[src/rtl/spi_frame_rx.sv]
// SPI slave front end: deframes MOSI into command words, validates the address,
// keeps frame/error counters and returns a status word on MISO (SPI mode 0).
module spi_frame_rx #(
  parameter int unsigned FRAME_BITS = 24,
  parameter logic [7:0]  ID_CODE    = 8'hB0,
  parameter logic [7:0]  MAX_ADDR   = 8'h0A
) (
  input  logic                  i_SPI_CLK,
  input  logic                  w_main_reset,
  input  logic                  i_SPI_CS,
  input  logic                  i_SPI_MOSI,
  output logic                  o_SPI_MISO,
  output logic [FRAME_BITS-1:0] o_frame,
  output logic                  o_frame_tgl,
  output logic [7:0]            o_frame_cnt,
  output logic [3:0]            o_err_cnt
);

  localparam int unsigned CntW = $clog2(FRAME_BITS);
  localparam logic [CntW-1:0] LastBit = CntW'(FRAME_BITS - 1);

  logic [FRAME_BITS-2:0] r_shift, w_shift_nxt;
  logic [CntW-1:0]       r_bit_cnt, w_bit_cnt_nxt;
  logic [FRAME_BITS-1:0] r_frame, w_frame_nxt;
  logic                  r_frame_tgl, w_frame_tgl_nxt;
  logic [7:0]            r_frame_cnt, w_frame_cnt_nxt;
  logic [3:0]            r_err_cnt, w_err_cnt_nxt;
  logic [23:0]           r_miso;
  logic [FRAME_BITS-1:0] w_word;
  logic [23:0]           w_status;
  logic                  w_last;

  assign w_word   = {r_shift, i_SPI_MOSI};
  assign w_last   = (r_bit_cnt == LastBit);
  assign w_status = {ID_CODE, r_frame_cnt, r_err_cnt, 4'b0000};

  always_comb begin
    w_shift_nxt     = r_shift;
    w_bit_cnt_nxt   = r_bit_cnt;
    w_frame_nxt     = r_frame;
    w_frame_tgl_nxt = r_frame_tgl;
    w_frame_cnt_nxt = r_frame_cnt;
    w_err_cnt_nxt   = r_err_cnt;
    if (i_SPI_CS) begin
      // Deselect discards any partial word; the stale shift contents are harmless.
      w_bit_cnt_nxt = '0;
    end else begin
      w_shift_nxt = w_word[FRAME_BITS-2:0];
      if (w_last) begin
        w_bit_cnt_nxt = '0;
        if (w_word[FRAME_BITS-1 -: 8] <= MAX_ADDR) begin
          w_frame_nxt     = w_word;
          w_frame_tgl_nxt = ~r_frame_tgl;
          w_frame_cnt_nxt = r_frame_cnt + 8'd1;
        end else if (r_err_cnt != 4'hF) begin
          w_err_cnt_nxt = r_err_cnt + 4'd1;
        end
      end else begin
        w_bit_cnt_nxt = r_bit_cnt + CntW'(1);
      end
    end
  end

  always_ff @(posedge i_SPI_CLK or posedge w_main_reset) begin
    if (w_main_reset) begin
      r_shift     <= '0;
      r_bit_cnt   <= '0;
      r_frame     <= '0;
      r_frame_tgl <= 1'b0;
      r_frame_cnt <= '0;
      r_err_cnt   <= '0;
    end else begin
      r_shift     <= w_shift_nxt;
      r_bit_cnt   <= w_bit_cnt_nxt;
      r_frame     <= w_frame_nxt;
      r_frame_tgl <= w_frame_tgl_nxt;
      r_frame_cnt <= w_frame_cnt_nxt;
      r_err_cnt   <= w_err_cnt_nxt;
    end
  end

  // Counter at 0 with CS low means a frame just completed, so the reload
  // already carries that frame's counts for the master's next read.
  always_ff @(negedge i_SPI_CLK or posedge w_main_reset) begin
    if (w_main_reset) begin
      r_miso <= {ID_CODE, 16'h0000};
    end else if (i_SPI_CS || (r_bit_cnt == '0)) begin
      r_miso <= w_status;
    end else begin
      r_miso <= {r_miso[22:0], 1'b0};
    end
  end

  assign o_SPI_MISO  = r_miso[23];
  assign o_frame     = r_frame;
  assign o_frame_tgl = r_frame_tgl;
  assign o_frame_cnt = r_frame_cnt;
  assign o_err_cnt   = r_err_cnt;

endmodule

[config.mk]
export PLATFORM = sky130hd
export DESIGN_NAME = spi_frame_rx
export DESIGN_NICKNAME = d
export VERILOG_FILES = /design/src/rtl/spi_frame_rx.sv
export SDC_FILE = /design/constraint.sdc
export NUM_CORES = 1
export LEC_CHECK = 0
export BUFFER_PORTS_ARGS = -buffer_cell sky130_fd_sc_hd__buf_2
export CAP_MARGIN = 10
export CORE_MARGIN = 5
export CORE_UTILIZATION = 55
export DETAILED_ROUTE_END_ITERATION = 10
export PLACE_DENSITY = 0.85
export SYNTH_ARGS = -nofsm -noshare
export SYNTH_HDL_FRONTEND = slang
export SYNTH_SLANG_ARGS = --single-unit
[constraint.sdc]
create_clock -name i_SPI_CLK -period 4.8 [get_ports i_SPI_CLK]
set_input_delay 0.48 -clock i_SPI_CLK [delete_from_list [all_inputs] [get_ports i_SPI_CLK]]
set_output_delay 0.48 -clock i_SPI_CLK [all_outputs]
set_load 0.02 [all_outputs]
==> flow_summary.yaml, run 1 <==
synth:
  synthAdderAreaFrac: 0.0152
  synth.area.mux_share: 0.191
  synth_nets: 227
  ys_warn_count: 0
  synthDistinctLibCells: 32
  synth_top_family_by_area: "multiplexers"
  synth_cells: 219
  ys_seq_elements: 85
  synth-simple-area-share: 0.0754
  syn_area_per_cell_um2: 15.1
  synth_compound_area_frac: 0.0227
  synth_area_um2: 3300
  seq_area_frac_synth: 0.645
  synth_xor_area_frac: 0.0292
floorplanning:
  chipWidth_um: 87.5
  num_rows: 28
  initial_core_util: 0.561
  die_h_um: 87.5
  core_area_um2: 5890
  pin_count: 42
  die-area_um2: 7660
worst_setup_path:
  startpoint_type: "flip-flop"
  path_class: "flip-flop to flip-flop"
  crit_buf_inv: 2
  endpoint_kind: "flip-flop"
  r2r-start: "r_bit_cnt[0]"
  r2r_slack_ns: 0.61
  worstReg2RegEnd: "r_miso[15]"
  crit_chain: "inv_1 > ha_1 > nor4b_1 > nor2_1 > buf_4 > mux2_2"
  cp-startpoint: "r_bit_cnt[0]"
  cp_max_fo: 17
  cp_top_family: "simple AND/OR/NAND/NOR gates"
  critPathMaxStageDelay_ns: 0.43
  critPathSlowestCell: "nor4b_1"
  r2r_cells: 6
  crit_required_ns: 2.58
  cp.arrival_ns: 1.97
clocking:
  clock_sinks: 85
  clkLatencyLatePin_ns: 0.39
  htree_levels: 3
  cts-hold-fix-buffers: 0
  cts_buffers: 9
  cts_tree: "done"
  cts_resized: 0
  post-cts-setup-buffers: 0
  clk_path_buf_depth: 2
  cts_root_buf: "clkbuf_8"
  clk_pin_slew_ns: 0.08
cells_and_area:
  mostFrequentLayoutCells: "dfrtp_1 (65), mux2_2 (56), buf_2 (41)"
  diodes: 0
  layout_commonest_cell: "dfrtp_1"
  final_layout_size_suffix_gt1_frac: 0.434
  nets: 277
  area_growth_pct: 14.1
job:
  cap_violations: 0
timing:
  setup_viol: 0
  hold_viol: 0
  slew_headroom: 0.463
  worst_pin_slew_ns: 0.805
  finalWorstSetupSlack_ns: 0.611
  rsz0062_at_grt: "no"
  skew_ns: 0.0548
  slew_viol_final: 0
  finalSetupTns_ns: 0
routing:
  drt.antenna.violating_nets: 0
  drt-wirelength-per-cell_um: 15.4
  routed_via_density: 5.17
  first_pass_iters: 4
  drc: 0
  routed_wl_mm: 5.36
  dr_total_vias: 1803
  drtIter0Drc: 84
grt:
  grt_overflow_total: 0
  antenna_found_initial: 0
  grt_pass1_wl_mm: 9.20
  grt_pass1_vias: 1927
  grt_usage: 0.162
  grt_max_degree: 66
min_path:
  holdCritStartpoint: "i_SPI_MOSI"
  holdCritPathClass: "primary input to flip-flop"
  hold_path_end: "o_frame[0]"
  min_path_cells: 2
run_status:
  status: "finished, final reports clean"
power:
  p_per_area_nw_per_um2: 403
  power_mw: 1.52
  p_leak_nw: 1.93
  ir_drop_v: 0.000193
place:
  hpwl_mm: 3.49
  place.port_buffers: 41
  dp_slack_ns: 0.645
  place.gp.congestion: 0.714
[cell type report]
| cell class | instances | area, um^2 |
|---|---|---|
| sequential | 85 | 2130 |
| fill | 448 | 2120 |
| multi-input combinational | 121 | 1100 |
| timing repair buffer | 45 | 235 |
| clock buffer | 14 | 143 |
| tap | 75 | 93.8 |
| clock inverter | 5 | 46.3 |
| inverter | 4 | 18.8 |
[metal layers]
metal | share of wire | routed length (um) | vias to the layer above | track usage
met1 | 0.44 | 2350 | 899 | 0.200
met4 | 0.023 | 124 | 0 | 0.0921
li1 | - | - | 859 | -
met5 | 0 | 0 | - | 0
met2 | 0.49 | 2640 | 36 | 0.254
met3 | 0.046 | 247 | 9 | 0.0454
[how the worst max path moves through the flow]
| stage | endpoint | slack [ns] | cells past startpoint |
|---|---|---|---|
| CTS | r_miso[15] | 0.60 | 6 |
| global route | r_miso[7] | 0.44 | 6 |
| global placement | r_miso[13] | 0.73 | 6 |
| finish | r_miso[15] | 0.61 | 6 |
| detailed placement | r_miso[15] | 0.64 | 6 |
| floorplan | r_miso[12] | 0.48 | 6 |
[synthesized netlist by cell type, drive strengths merged]
master / number / share of area
xnor2: 8 / 0.021
mux2: 56 / 0.19
clkbuf: 4 / 0.0045
or3: 3 / 0.0057
and4: 1 / 0.0027
dfrtp: 65 / 0.49
buf: 4 / 0.011
nand3: 5 / 0.0076
a2111oi: 1 / 0.0083
and3: 2 / 0.0038
dfrtn: 17 / 0.13
ha: 4 / 0.015
nand4b: 1 / 0.0027
dfstp: 3 / 0.024
nor2b: 6 / 0.011
nand4: 2 / 0.0038
a41oi: 1 / 0.0027
nor3b: 1 / 0.0023
xor2: 3 / 0.0080
and4b: 1 / 0.0030
inv: 5 / 0.0057
a21oi: 2 / 0.0030
and2: 7 / 0.013
nor2: 7 / 0.0080
a31oi: 2 / 0.0038
nand2: 3 / 0.0034
or4: 1 / 0.0034
a21o: 2 / 0.0049
nor4b: 1 / 0.0027
nand2b: 1 / 0.0019
[through the flow]
stage | cell area (um^2) | hold slack, ns | instances | utilization
after detailed placement | 3580 | 0.400 | 331 | 0.609
after global routing | 3770 | 0.361 | 349 | 0.640
after global placement | 3580 | 0.394 | 331 | 0.609
after floorplan | 3310 | 0.388 | 219 | -
final | 3770 | 0.379 | 349 | 0.640
after CTS | 3770 | 0.368 | 349 | 0.640
[logic make-up after synthesis]
logic type / Yosys count
compound gates: 8
xor+xnor: 11
fa+ha+maj: 4
buf+inv: 13
flops: 85
mux: 56
simple gates: 42
[registers in the layout, indices dropped and copies added (netlist names)]
name / cells
r_miso: 20
o_frame_cnt: 8
r_shift: 23
o_frame_tgl: 1
r_bit_cnt: 5
o_err_cnt: 4
o_frame: 24
[report_power, final]
group / leakage [nW] / switching [mW] / total, mW / internal (mW)
logic: 0.702 / 0.0672 / 0.157 / 0.0903
clock network: 0.105 / 0.239 / 0.483 / 0.244
registers: 1.12 / 0.0693 / 0.877 / 0.808
total: 1.93 / 0.375 / 1.52 / 1.14
No activity file was read; power rests on OpenSTA's default activity.
==> run 2, diff against run 1 <==
- CELL_PAD_IN_SITES_DETAIL_PLACEMENT: not set -> 0
- CELL_PAD_IN_SITES_GLOBAL_PLACEMENT: not set -> 1
- CORE_UTILIZATION: 55 -> 53
- CTS_BUF_LIST: not set -> sky130_fd_sc_hd__clkbuf_2 sky130_fd_sc_hd__clkbuf_4 sky130_fd_sc_hd__clkbuf_8
- PLACE_DENSITY: 0.85 -> 0.95
==> run 2 against run 1 <==
  * Clock power increased by 17%
  * Cell count down 0.29%
  * Critical endpoint is now r_miso[7]
  * Count of clock-buffer cells in the layout is 2 lower
  * Clock skew is 0.0011 ns lower
  * Critical path depth fell by 1
  * Combinational power about the same
  * Register-to-register slack lost 0.14 ns
  * Die area increased by 3.3%
  * Sequential cell count is the same
==> flow_summary.yaml, run 2 (synthesis gave the netlist of run 1 again) <==
floorplanning:
  initial_core_util: 0.551
  pin_count: 42
  die-area_um2: 7910
  num_rows: 28
  core_area_um2: 5990
  chipWidth_um: 88.9
  die_h_um: 88.9
clocking:
  post-cts-setup-buffers: 0
  cts_buffers: 9
  clock_sinks: 85
  clk_pin_slew_ns: 0.08
  cts_resized: 0
  cts_root_buf: "clkbuf_8"
  clk_path_buf_depth: 2
  cts_tree: "done"
  cts-hold-fix-buffers: 0
  clkLatencyLatePin_ns: 0.37
  htree_levels: 3
run_status:
  status: "finished, final reports clean"
grt:
  grt_max_degree: 64
  grt_pass1_vias: 1894
  antenna_found_initial: 0
  grt_overflow_total: 0
  grt_pass1_wl_mm: 9.06
  grt_usage: 0.151
worst_setup_path:
  startpoint_type: "flip-flop"
  cp.arrival_ns: 2.10
  critPathMaxStageDelay_ns: 0.55
  crit_chain: "inv_1 > ha_1 > nor4b_1 > nor2_2 > mux2_2"
  cp_max_fo: 17
  critPathSlowestCell: "nor2_2"
  endpoint_kind: "flip-flop"
  crit_required_ns: 2.57
  path_class: "flip-flop to flip-flop"
timing:
  setup_viol: 0
  skew_ns: 0.0536
  slew_headroom: 0.269
  finalWorstSetupSlack_ns: 0.475
  hold_viol: 0
  whs_ns: 0.175
  rsz0062_at_grt: "no"
  worst_pin_slew_ns: 1.10
  slew_viol_final: 0
  finalSetupTns_ns: 0
cells_and_area:
  area_growth_pct: 15.4
  nets: 276
  postLayoutCoreUtil: 0.636
  post_layout_nonfiller_instances: 348
  diodes: 0
  layout_commonest_cell: "dfrtp_1"
  largest_reg_flops: 24
  mostFrequentLayoutCells: "dfrtp_1 (65), mux2_2 (56), buf_2 (41)"
  fillers: 437
  final_layout_size_suffix_gt1_frac: 0.454
power:
  ir_drop_v: 0.000244
  p_per_area_nw_per_um2: 419
  p_leak_nw: 1.95
routing:
  dr_total_vias: 1807
  routed_wl_mm: 5.27
  drt.antenna.violating_nets: 0
  drtIter0Drc: 56
  first_pass_iters: 4
  drc: 0
  routed_via_density: 5.19
  drt-wirelength-per-cell_um: 15.1
place:
  hpwl_mm: 3.48
  dp_cells: 330
  dp_slack_ns: 0.189
  place.port_buffers: 41
  place.gp.congestion: 0.757
min_path:
  holdCritPathClass: "primary input to asynchronous set/reset pin"
job:
  cap_violations: 0
## run 2: cell count changes in the layout (fill, tap and decap cells not counted), sizes merged
| cell | previous run | this run |
|---|---|---|
| clkbuf | 14 | 12 |
| buf | 45 | 44 |
| bufinv | 1 | 2 |
| clkinvlp | 1 | 2 |
## run 2: report_power, final
group	switching, mW	internal [mW]
logic	0.0671	0.0895
clock network	0.242	0.322
registers	0.0692	0.808
total	0.378	1.22
## run 2: path summary, 6_finish.rpt
kind / from / slack [ns] / to / depth (start not counted)
worst max-delay path: r_bit_cnt[0] / 0.48 / r_miso[7] / 5
worst min-delay path: w_main_reset / 0.18 / o_err_cnt[2] / 2
worst max register to register: r_bit_cnt[0] / 0.48 / r_miso[7] / 5
worst min register to register: r_miso[18] / 0.41 / r_miso[19] / 1
max in group asynchronous: w_main_reset / 1.93 / r_miso[20] / 2
min in group i_SPI_CLK: i_SPI_MOSI / 0.40 / r_shift[0] / 2
## run 2: worst max-delay path, delay by kind of cell (launching register included)
| kind | cells | cell delay [ns] |
|---|---|---|
| fa+ha+maj | 1 | 0.18 |
| mux | 1 | 0.41 |
| buf+inv | 1 | 0.06 |
| simple gates | 2 | 0.71 |
| flops | 1 | 0.40 |
## run 2: final cells by class
| cell class | instances | area (um^2) | share of cell area |
|---|---|---|---|
| Inverter | 4 | 18.8 | 0.00492 |
| Tap cell | 75 | 93.8 | 0.0246 |
| Sequential cell | 85 | 2130 | 0.559 |
| Clock inverter | 7 | 83.8 | 0.0220 |
| Clock buffer | 12 | 153 | 0.0401 |
| Timing Repair Buffer | 44 | 228 | 0.0598 |
| Multi-Input combinational cell | 121 | 1100 | 0.290 |
## run 2: layer usage
metal	up-vias	wire [um]	share of wire	track usage
li1	854	-	-	-
met1	921	2420	0.46	0.205
met2	28	2630	0.50	0.236
met3	4	177	0.034	0.0304
met4	0	49	0.0093	0.0690
met5	-	0	0	0
## run 2: per-stage QoR
stage | area, um^2 | power [mW]
after floorplan | 3310 | 1.01
after global placement | 3580 | 1.04
after detailed placement | 3580 | 1.05
after CTS | 3810 | 1.61
after global routing | 3810 | 1.68
final | 3810 | 1.60
==> run 3, diff against run 2 <==
- CORE_UTILIZATION: 53 -> 45
- PLACE_DENSITY: 0.95 -> 0.84
==> run 3 against run 2 <==
  * Die area rose by 16%
  * Power down 5.1%
  * Sequential cell count is the same
  * Critical path depth is the same
  * Cell count increased by 6.9%
  * Wire length decreased by 0.80%
  * Worst hold slack better by 0.021 ns
  * Utilization shrank 11 points
  * Highest routed layer unchanged
  * Register-to-register slack barely moved
==> flow_summary.yaml, run 3 (synthesis gave the netlist of run 1 again) <==
run_status:
  status: "finished, final reports clean"
power:
  power_mw: 1.52
  ir_drop_v: 0.000194
  p_leak_nw: 1.92
  p_per_area_nw_per_um2: 399
cells_and_area:
  area_growth_pct: 15.0
  layout_commonest_cell: "dfrtp_1"
  largest_reg_flops: 24
  stdcell_area_um2: 3800
  fillers: 652
  postLayoutCoreUtil: 0.527
  post_layout_nonfiller_instances: 372
  nets: 276
  final_layout_size_suffix_gt1_frac: 0.443
  diodes: 0
  mostFrequentLayoutCells: "dfrtp_1 (65), mux2_2 (56), buf_2 (41)"
timing:
  slew_viol_final: 0
  worst_pin_slew_ns: 0.710
  hold_viol: 0
  finalSetupTns_ns: 0
  skew_ns: 0.0561
  finalWorstSetupSlack_ns: 0.480
  slew_headroom: 0.526
  whs_ns: 0.196
  rsz0062_at_grt: "no"
  setup_viol: 0
clocking:
  clk_pin_slew_ns: 0.08
  cts_tree: "done"
  clkLatencyLatePin_ns: 0.38
  post-cts-setup-buffers: 0
  cts-hold-fix-buffers: 0
  clock_sinks: 85
  htree_levels: 3
  clk_path_buf_depth: 2
  cts_buffers: 9
  cts_root_buf: "clkbuf_8"
place:
  place.gp.congestion: 0.736
  hpwl_mm: 3.48
  dp_cells: 354
  place_area_um2: 3610
  place.port_buffers: 41
  dp_slack_ns: 0.179
worst_setup_path:
  critPathMaxStageDelay_ns: 0.56
  critPathSlowestCell: "nor2_2"
  cp_top_family: "simple AND/OR/NAND/NOR gates"
  crit_required_ns: 2.57
  cp_max_fo: 17
  startpoint_type: "flip-flop"
  cp-startpoint: "r_bit_cnt[0]"
  endpoint_kind: "flip-flop"
  crit_chain: "inv_1 > ha_1 > nor4b_1 > nor2_2 > mux2_2"
  r2r-start: "r_bit_cnt[0]"
  crit_buf_inv: 1
  path_class: "flip-flop to flip-flop"
  cp.arrival_ns: 2.09
grt:
  antenna_found_initial: 0
  grt_pass1_wl_mm: 8.71
  grt_overflow_total: 0
  grt_usage: 0.126
  grt_max_degree: 60
  grt_pass1_vias: 1777
floorplanning:
  die-area_um2: 9150
  pin_count: 42
  num_rows: 31
  die_h_um: 95.7
  core_area_um2: 7210
  chipWidth_um: 95.7
  initial_core_util: 0.458
routing:
  drc: 0
  routed_wl_mm: 5.23
  routed_via_density: 4.90
  first_pass_iters: 3
  drtIter0Drc: 87
  dr_total_vias: 1821
  drt-wirelength-per-cell_um: 14.1
  drt.antenna.violating_nets: 0
min_path:
  holdCritPathClass: "primary input to asynchronous set/reset pin"
job:
  cap_violations: 0
## run 3: changes by cell type in the layout (fill, tap and decap cells not counted), sizes merged
cell      change
clkinvlp      +1
clkbuf        -2
bufinv        -1
clkinv        +2
## run 3: what timing repair did
action,CTS,global route
hold endpoints to repair,0,0
endpoints found under the setup margin,0,11
gates resized for setup,0,1
## run 3: power by group
part	total (mW)	switching [mW]	internal, mW	leakage [nW]
Combinational	0.160	0.0704	0.0897	0.697
Clock	0.479	0.237	0.242	0.104
Sequential	0.877	0.0691	0.808	1.12
## run 3: per-layer routing
metal,vias to the layer above,share of wire,wire [um],GRT usage
met3,9,0.031,164,0.0253
met1,926,0.46,2410,0.163
met5,-,0,0,0
met4,0,0.021,110,0.0818
li1,858,-,-,-
met2,28,0.49,2550,0.193
## run 3: path summary, 6_finish.rpt
kind | end | slack (ns) | depth (start not counted)
worst max-delay path | r_miso[11] | 0.48 | 5
worst min-delay path | o_frame_cnt[7] | 0.20 | 2
worst max register to register | r_miso[11] | 0.48 | 5
worst min register to register | r_miso[17] | 0.40 | 1
max in group asynchronous | r_miso[23] | 1.88 | 2
min in group i_SPI_CLK | r_shift[0] | 0.38 | 2
## run 3: final cells by class
class	instances	area, um^2	share of cell area
clock buffers	10	131	0.0346
inverters	4	18.8	0.00494
repair buffers	44	228	0.0599
clock inverters	9	62.6	0.0165
well taps	99	124	0.0326
multi-input cells	121	1100	0.291
flip-flops and latches	85	2130	0.561
